===== src/rtl/mac_tap_sequencer.sv =====
// Time-shares one pipelined MAC across NTAPS products per sample, then loads y(k),
// shifts the sample history and flags dropped samples and accumulator saturation.
//
// state   | meaning
// --------+-----------------------------------------------
// S_IDLE  | waiting for datolisto
// S_CLEAR | clear MAC accumulator and saturation accumulator
// S_ISSUE | one tap per cycle, tap_sel = tap counter
// S_DRAIN | wait out the MAC pipeline latency
// S_LOAD  | latch accumulator into y(k), capture sat_flag
// S_SHIFT | shift sample history f(k)->f(k-1)->f(k-2)
// S_DONE  | operacionlisto pulse
module mac_tap_sequencer #(
   parameter int NTAPS   = 5,
   parameter int MAC_LAT = 3,
   parameter int TAPW    = 3
) (
   input  logic            clk,
   input  logic            reset,
   input  logic            datolisto,
   input  logic            sat_in,
   input  logic            clr_overrun,
   output logic            mac_clr,
   output logic            mac_en,
   output logic [TAPW-1:0] tap_sel,
   output logic            out_load,
   output logic            hist_shift,
   output logic            operacionlisto,
   output logic            busy,
   output logic            overrun,
   output logic            sat_flag
);

   typedef enum logic [2:0] {
      S_IDLE, S_CLEAR, S_ISSUE, S_DRAIN, S_LOAD, S_SHIFT, S_DONE
   } state_t;

   localparam logic [TAPW-1:0] TAP_LAST   = TAPW'(NTAPS - 1);
   localparam logic [3:0]      DRAIN_INIT = (MAC_LAT > 0) ? 4'(MAC_LAT - 1) : 4'd0;

   state_t          state_q, state_d;
   logic [TAPW-1:0] tap_q, tap_d;
   logic [3:0]      drain_q, drain_d;
   logic            sat_acc_q, sat_acc_d;
   logic            sat_flag_q, sat_flag_d;
   logic            overrun_q, overrun_d;
   logic            mac_clr_q, mac_clr_d;
   logic            mac_en_q, mac_en_d;
   logic            out_load_q, out_load_d;
   logic            hist_shift_q, hist_shift_d;
   logic            op_listo_q, op_listo_d;
   logic            busy_q, busy_d;

   always_comb begin
      state_d    = state_q;
      tap_d      = tap_q;
      drain_d    = drain_q;
      sat_acc_d  = sat_acc_q;
      sat_flag_d = sat_flag_q;
      case (state_q)
         S_IDLE:  if (datolisto) state_d = S_CLEAR;
         S_CLEAR: begin
            tap_d     = '0;
            sat_acc_d = 1'b0;
            state_d   = S_ISSUE;
         end
         S_ISSUE: begin
            sat_acc_d = sat_acc_q | sat_in;
            // Counter returns to 0 on exit so tap_sel reads 0 outside ISSUE.
            if (tap_q == TAP_LAST) begin
               tap_d   = '0;
               drain_d = DRAIN_INIT;
               state_d = (MAC_LAT == 0) ? S_LOAD : S_DRAIN;
            end else begin
               tap_d = tap_q + TAPW'(1);
            end
         end
         S_DRAIN: begin
            sat_acc_d = sat_acc_q | sat_in;
            if (drain_q == 4'd0) state_d = S_LOAD;
            else                 drain_d = drain_q - 4'd1;
         end
         S_LOAD: begin
            sat_acc_d  = sat_acc_q | sat_in;
            sat_flag_d = sat_acc_q | sat_in;
            state_d    = S_SHIFT;
         end
         S_SHIFT: state_d = S_DONE;
         S_DONE:  state_d = S_IDLE;
         default: begin
            state_d = S_IDLE;
            tap_d   = '0;
            drain_d = 4'd0;
         end
      endcase

      // A dropped strobe outranks a simultaneous clear.
      overrun_d = overrun_q;
      if (datolisto && (state_q != S_IDLE)) overrun_d = 1'b1;
      else if (clr_overrun)                 overrun_d = 1'b0;

      mac_clr_d    = (state_d == S_CLEAR);
      mac_en_d     = (state_d == S_ISSUE);
      out_load_d   = (state_d == S_LOAD);
      hist_shift_d = (state_d == S_SHIFT);
      op_listo_d   = (state_d == S_DONE);
      busy_d       = (state_d != S_IDLE);
   end

   always_ff @(posedge clk) begin
      if (reset) begin
         state_q      <= S_IDLE;
         tap_q        <= '0;
         drain_q      <= 4'd0;
         sat_acc_q    <= 1'b0;
         sat_flag_q   <= 1'b0;
         overrun_q    <= 1'b0;
         mac_clr_q    <= 1'b0;
         mac_en_q     <= 1'b0;
         out_load_q   <= 1'b0;
         hist_shift_q <= 1'b0;
         op_listo_q   <= 1'b0;
         busy_q       <= 1'b0;
      end else begin
         state_q      <= state_d;
         tap_q        <= tap_d;
         drain_q      <= drain_d;
         sat_acc_q    <= sat_acc_d;
         sat_flag_q   <= sat_flag_d;
         overrun_q    <= overrun_d;
         mac_clr_q    <= mac_clr_d;
         mac_en_q     <= mac_en_d;
         out_load_q   <= out_load_d;
         hist_shift_q <= hist_shift_d;
         op_listo_q   <= op_listo_d;
         busy_q       <= busy_d;
      end
   end

   assign mac_clr        = mac_clr_q;
   assign mac_en         = mac_en_q;
   assign tap_sel        = tap_q;
   assign out_load       = out_load_q;
   assign hist_shift     = hist_shift_q;
   assign operacionlisto = op_listo_q;
   assign busy           = busy_q;
   assign overrun        = overrun_q;
   assign sat_flag       = sat_flag_q;

endmodule


===== config.mk =====
export PLATFORM = sky130hd
export DESIGN_NAME = mac_tap_sequencer
export DESIGN_NICKNAME = d
export VERILOG_FILES = /design/src/rtl/mac_tap_sequencer.sv
export SDC_FILE = /design/constraint.sdc
export NUM_CORES = 1
export LEC_CHECK = 0
export CORE_MARGIN = 3
export CORE_UTILIZATION = 35
export CTS_BUF_LIST = sky130_fd_sc_hd__clkbuf_8
export CTS_CLUSTER_DIAMETER = 120
export CTS_CLUSTER_SIZE = 40
export DETAILED_ROUTE_END_ITERATION = 8
export PLACE_DENSITY = 0.64
export SLEW_MARGIN = 40
export SYNTH_ARGS = -nofsm -noshare
export SYNTH_HDL_FRONTEND = slang
export SYNTH_SLANG_ARGS = --single-unit

===== constraint.sdc =====
create_clock -name clk -period 2.8 [get_ports clk]
set_input_delay 0.42 -clock clk [delete_from_list [all_inputs] [get_ports clk]]
set_output_delay 0.42 -clock clk [all_outputs]
set_load 0.05 [all_outputs]

==> reports/qor.txt, run 1 <==
worst setup path category - reg2out
Post-Route WL - 1.71 mm
RSZ-0062 raised after global routing - no
FF-to-FF path depth - 6
Synth cell types - 40
DP Cell Count - 137
largest fanout on the critical path - 4
# rows - 18
# port buffers - 15
pre-CTS setup slack - 1.04 ns
power density cells - 533 nW/um^2
GRT Overall Usage - 0.115
critical path capture point type - output pin
Synth area leaders - dfxtp_1, nor4b_2, ha_1
area grow syn2layout - 21.7%
die height - 58.1 microns
Die X - 58.1 microns
CP Data Arrival Time - 1.48 ns
fin crit share - 0.678
largest net degree at the start of global routing - 19
post-synth top area share - 0.401
setup violators final - 0
Critical Path RT - 2.38 ns
Static Leak - 0.428 nW
Main synth FF type - dfxtp_1
Num CTS Buffers - 3
setup ws final - 0.902 ns
Detailed Place HPWL - 1.27 mm
ANT nets after route - 0
Clock transition at path regs - 0.07 ns
routability cong. - 0.765
Cell Area, Synth - 950 sq um
hold path cells - 2
vias in the first global route - 695
global-route wire length before repair - 3.03 mm
Slew Limit Headroom - 0.556
cell count after synthesis - 97
Via density - 5.16
Slowest Stage Delay on Critical Path - 0.83 ns
Synth Net Count - 106
family with the most delay on the worst path - buffers and inverters
sequential fraction of the synthesis area - 0.401
VDD IR max - 412 uV
R2R Path End - operacionlisto$_SDFF_PP0_
Non-Filler Instances - 141
clock sinks - 19
initial antenna violation count - 0
Final Power - 616 uW
core region area - 2520 sq um
Ys Warns - 0
upper clock frequency limit - 0.527 GHz
reg2reg start - drain_q[0]$_SDFFE_PP0P_
WL per Instance - 12.1 microns
setup TNS - 0 ns
crit-path cells - clkdlybuf4s50_1
most frequent cells in the layout - dfxtp_1, clkdlybuf4s50_1, nor2_1
Antenna Cells - 0
most common cell after layout, fill and taps aside - dfxtp_1
total congestion overflow - 0
Hold Path Sink - overrun$_SDFFE_PP0P_
Final Hold Viols - 0
#FFs+latches synth - 19
reported max-cap violation count - 0
slowest CP cell - clkdlybuf4s50_1
Longest Clk Path Bufs - 2
ys async rst share - 0
hold_sp - overrun$_SDFFE_PP0P_
Initial DRT Pass Iterations - 4
Initial DRC Count - 9
Largest register FFs - 4
cts-stage hold buffer count - 0
drt drc - 0
Nets - 121
Largest Register - drain_q
Startpoint Class - register
fin area - 1160 sq um
Post-synth EDFFs - 0
post-cts sizing count - 0
via count - 728
Clock Latency Late Sink - 0.25 ns
reg2reg setup slack - 1.17 ns
initial core utilization - 0.376
number of setup buffers added after CTS - 0
DIE AREA - 3370 sq um
Top Ports - 16
CTS HTree Levels - 1
Root Driver - clkbuf_8
Worst Hold Class - reg2reg
clock tree skew after final layout - 0.00443 ns
Final Critical Period - 1.90 ns
crit path buf inv count - 1
status - finished clean
Mapped Avg Cell Area - 9.79 sq um
CTS tree - done
share of cells above drive strength 1 - 0.135
Slew Limit Fails - 0
Worst Tran Pin Value - 0.663 ns
placed cell areas - 1110 sq um
cell taking the most area after synthesis - dfxtp_1
kinds of logic after synthesis:
group / count (synthesis) / synth area share
simple gates: 39 / 0.271
compound gates: 21 / 0.186
flops: 19 / 0.401
buf+inv: 10 / 0.0487
fa+ha+maj: 4 / 0.0527
xor+xnor: 2 / 0.0184
mux: 2 / 0.0224
area by class of cell:
cell class	count	area [sq um]
Clock buffer	3	41.3
Clock inverter	1	5.00
Fill cell	258	1370
Inverter	5	18.8
Multi-Input combinational cell	68	523
Sequential cell	19	380
Tap cell	30	37.5
Timing Repair Buffer	15	150
per-layer routing:
metal  vias to the layer above  GRT usage  routed length, microns
met2                        12      0.179                     758
met5                         -          0                       0
met1                       331      0.151                     868
met3                         4     0.0267                      57
li1                        381          -                       -
met4                         0     0.0497                      26
Yosys cell counts, types with 2 or more instances:
| library cell | number |
|---|---|
| nor3_1 | 3 |
| buf_4 | 2 |
| dfxtp_1 | 19 |
| xnor2_1 | 2 |
| ha_1 | 4 |
| inv_1 | 5 |
| nand2b_1 | 2 |
| and3b_1 | 2 |
| nor2_1 | 12 |
| nor4b_2 | 4 |
| nand2_1 | 3 |
| clkbuf_1 | 2 |
| a21oi_1 | 7 |
| a311oi_1 | 2 |
| nand3_1 | 2 |
| nor2_2 | 2 |
how the worst max path moves through the flow:
stage,startpoint,to,depth (start not counted)
2_1_floorplan,tap_sel[0]$_SDFFE_PP0N_,tap_sel[1]$_SDFFE_PP0N_,6
3_3_place_gp,reset,drain_q[1]$_SDFFE_PP0P_,3
3_5_place_dp,reset,drain_q[1]$_SDFFE_PP0P_,3
4_1_cts,tap_sel[2]$_SDFFE_PP0N_,tap_sel[2],1
5_1_grt,tap_sel[0]$_SDFFE_PP0N_,tap_sel[0],1
6_report,tap_sel[2]$_SDFFE_PP0N_,tap_sel[2],1
metrics by stage:
step | util | hold slack (ns)
after global placement | 0.440 | 0.467
after floorplan | - | 0.461
after CTS | 0.458 | 0.479
final | 0.458 | 0.473
after global routing | 0.458 | 0.494
after detailed placement | 0.440 | 0.462
power by group:
group | total [mW] | switching [mW] | internal [mW]
logic | 0.128 | 0.0760 | 0.0517
registers | 0.301 | 0.0176 | 0.284
clock network | 0.187 | 0.0881 | 0.0988
total | 0.616 | 0.182 | 0.434
worst reg2reg max path, stage by stage, from the launching register on:
cell      delay, ns
dfxtp_1        0.34
inv_1          0.08
ha_1           0.16
nor3b_2        0.28
nor2_2         0.11
a311oi_4       0.33
nor4b_2        0.25
Note: power is estimated with default switching activity, not from simulation.
==> run 2: changes to the inputs <==
==> constraint.sdc (replaced) <==
create_clock -name clk -period 2 [get_ports clk]
set_input_delay 0.3 -clock clk [delete_from_list [all_inputs] [get_ports clk]]
set_output_delay 0.3 -clock clk [all_outputs]
set_load 0.05 [all_outputs]
==> reports/qor.txt, run 2 (same netlist as run 1, synthesis figures left out) <==
Slew Limit Headroom - 0.588 (+0.0314)
Critical Path RT - 1.70 ns (-0.68 ns)
Static Leak - 0.435 nW (+1.5%)
most common cell after layout, fill and taps aside - dfxtp_1
setup violators final - 0 (unchanged)
setup TNS - 0 ns (unchanged)
final core occ - 0.461 (+0.00248)
Longest Clk Path Bufs - 2 (unchanged)
Reg power frac - 0.488 (about the same)
number of fill cells in the layout - 259 (+0.39%)
Clock transition at path regs - 0.07 ns (about the same)
# rows - 18 (unchanged)
Clock Latency Late Sink - 0.26 ns (about the same)
Worst Tran Pin Value - 0.616 ns (-0.0469 ns)
status - finished clean
Largest Register - drain_q
worst setup path category - reg2out
largest net degree at the start of global routing - 18 (-1)
DIE AREA - 3370 sq um (unchanged)
critical path capture point type - output pin
die height - 58.1 microns (unchanged)
Detailed Place HPWL - 1.31 mm (+2.9%)
VDD IR max - 445 uV (+7.9%)
GRT Overall Usage - 0.126 (+0.0115)
initial antenna violation count - 0 (unchanged)
global-route wire length before repair - 3.24 mm (+7.1%)
CP Data Arrival Time - 1.47 ns (about the same)
Top Ports - 16 (unchanged)
switching power - 257 uW (+42%)
crit-path cells - clkdlybuf4s50_1
Final Hold Viols - 0 (unchanged)
drt drc - 0 (unchanged)
total congestion overflow - 0 (unchanged)
Internal - 608 uW (+40%)
CTS HTree Levels - 1 (unchanged)
via count - 758 (+4.1%)
clock power share - 0.301 (-0.002)
clock tree skew after final layout - 0.00457 ns (+0.000140 ns)
Final Critical Period - 1.77 ns
cts-stage hold buffer count - 0 (unchanged)
WL per Instance - 12.9 microns (+6.0%)
# port buffers - 15 (unchanged)
ANT nets after route - 0 (unchanged)
Worst Hold Class - reg2reg
Die X - 58.1 microns (unchanged)
reported max-cap violation count - 0 (unchanged)
slowest CP cell - clkdlybuf4s50_1
clock sinks - 19 (unchanged)
routability cong. - 0.767 (+0.20%)
largest fanout on the critical path - 4 (unchanged)
initial core utilization - 0.376 (unchanged)
Num CTS Buffers - 3 (unchanged)
share of cells above drive strength 1 - 0.134 (-0.00121)
combinational power share - 0.211 (+0.004)
upper clock frequency limit - 0.563 GHz
Initial DRT Pass Iterations - 4 (unchanged)
Slew Limit Fails - 0 (unchanged)
Root Driver - clkbuf_8
Startpoint Class - register
power density cells - 744 nW/um^2 (+40%)
Nets - 122 (+0.83%)
area grow syn2layout - 22.4%
post-cts sizing count - 0 (unchanged)
Switching Fraction - 0.297 (+0.00235)
fin crit share - 0.887
CTS tree - done
crit path buf inv count - 1 (unchanged)
Largest register FFs - 4 (unchanged)
RSZ-0062 raised after global routing - no
most frequent cells in the layout - dfxtp_1, clkdlybuf4s50_1, nor2_1
core region area - 2520 sq um (unchanged)
Antenna Cells - 0 (unchanged)
Slowest Stage Delay on Critical Path - 0.82 ns (about the same)
vias in the first global route - 725 (+4.3%)
number of setup buffers added after CTS - 0 (unchanged)
Initial DRC Count - 11 (+2)
family with the most delay on the worst path - buffers and inverters
smallest hold slack - 0.473 ns (+0.0000370 ns)
Post-Route WL - 1.83 mm (+6.8%)
Via density - 5.34 (+3.4%)
run 2: changes by cell type in the layout (fill, tap and decap cells not counted), sizes merged:
cell	before	now
inv	5	6
clkinv	1	0
buf	0	1
run 2: worst paths after layout:
kind                           start                       to  slack [ns]  cells past startpoint
max          tap_sel[0]$_SDFFE_PP0N_               tap_sel[0]        0.23                      1
min             overrun$_SDFFE_PP0P_     overrun$_SDFFE_PP0P_        0.47                      2
max reg2reg    state_q[2]$_SDFF_PP0_  tap_sel[1]$_SDFFE_PP0N_        0.35                      4
min reg2reg     overrun$_SDFFE_PP0P_     overrun$_SDFFE_PP0P_        0.47                      2
run 2: stage by stage:
stage               cells  setup slack, ns  area (sq um)  power (mW)
finish                142            0.225          1160       0.865
global route          142            0.169          1160       0.908
CTS                   142            0.211          1160       0.878
detailed placement    138            0.332          1120       0.615
global placement      138            0.363          1120       0.609
floorplan              97            0.147           950       0.562
run 2: worst min-delay path, delay by kind of cell (launching register included):
kind	cells	cell delay [ns]
compound gates	1	0.06
flops	1	0.31
simple gates	1	0.06
run 2: final cells by class:
class / count / area (sq um) / area share
inverter: 5 / 18.8 / 0.0161
sequential: 19 / 380 / 0.327
clock inverter: 1 / 3.75 / 0.00323
clock buffer: 3 / 41.3 / 0.0355
timing repair buffer: 16 / 158 / 0.136
multi-input combinational: 68 / 523 / 0.450
tap: 30 / 37.5 / 0.0323
run 2: layer usage:
| layer | vias to the layer above | share of wire | GRT usage |
|---|---|---|---|
| met2 | 10 | 0.50 | 0.211 |
| met4 | 0 | 0.025 | 0.0795 |
| met3 | 5 | 0.019 | 0.0134 |
| met5 | - | 0 | 0 |
| li1 | 383 | - | - |
| met1 | 360 | 0.46 | 0.154 |
run 2: power groups by stage:
stage / clock (mW) / combinational, mW / sequential (mW)
final: 0.260 / 0.183 / 0.422
after global routing: 0.284 / 0.198 / 0.426
after CTS: 0.271 / 0.185 / 0.422
after detailed placement: 0 / 0.184 / 0.431
after global placement: 0 / 0.180 / 0.429
after floorplan: 0 / 0.0977 / 0.464
==> run 3: changes to the inputs <==
--- a/config.mk
+++ b/config.mk
@@ -12,7 +12,6 @@
 export CTS_CLUSTER_SIZE = 40
 export DETAILED_ROUTE_END_ITERATION = 8
 export PLACE_DENSITY = 0.64
-export SLEW_MARGIN = 40
 export SYNTH_ARGS = -nofsm -noshare
 export SYNTH_HDL_FRONTEND = slang
 export SYNTH_SLANG_ARGS = --single-unit
==> results of run 3 <==
No change in the layout: final DEF, timing and power equal those of run 2.
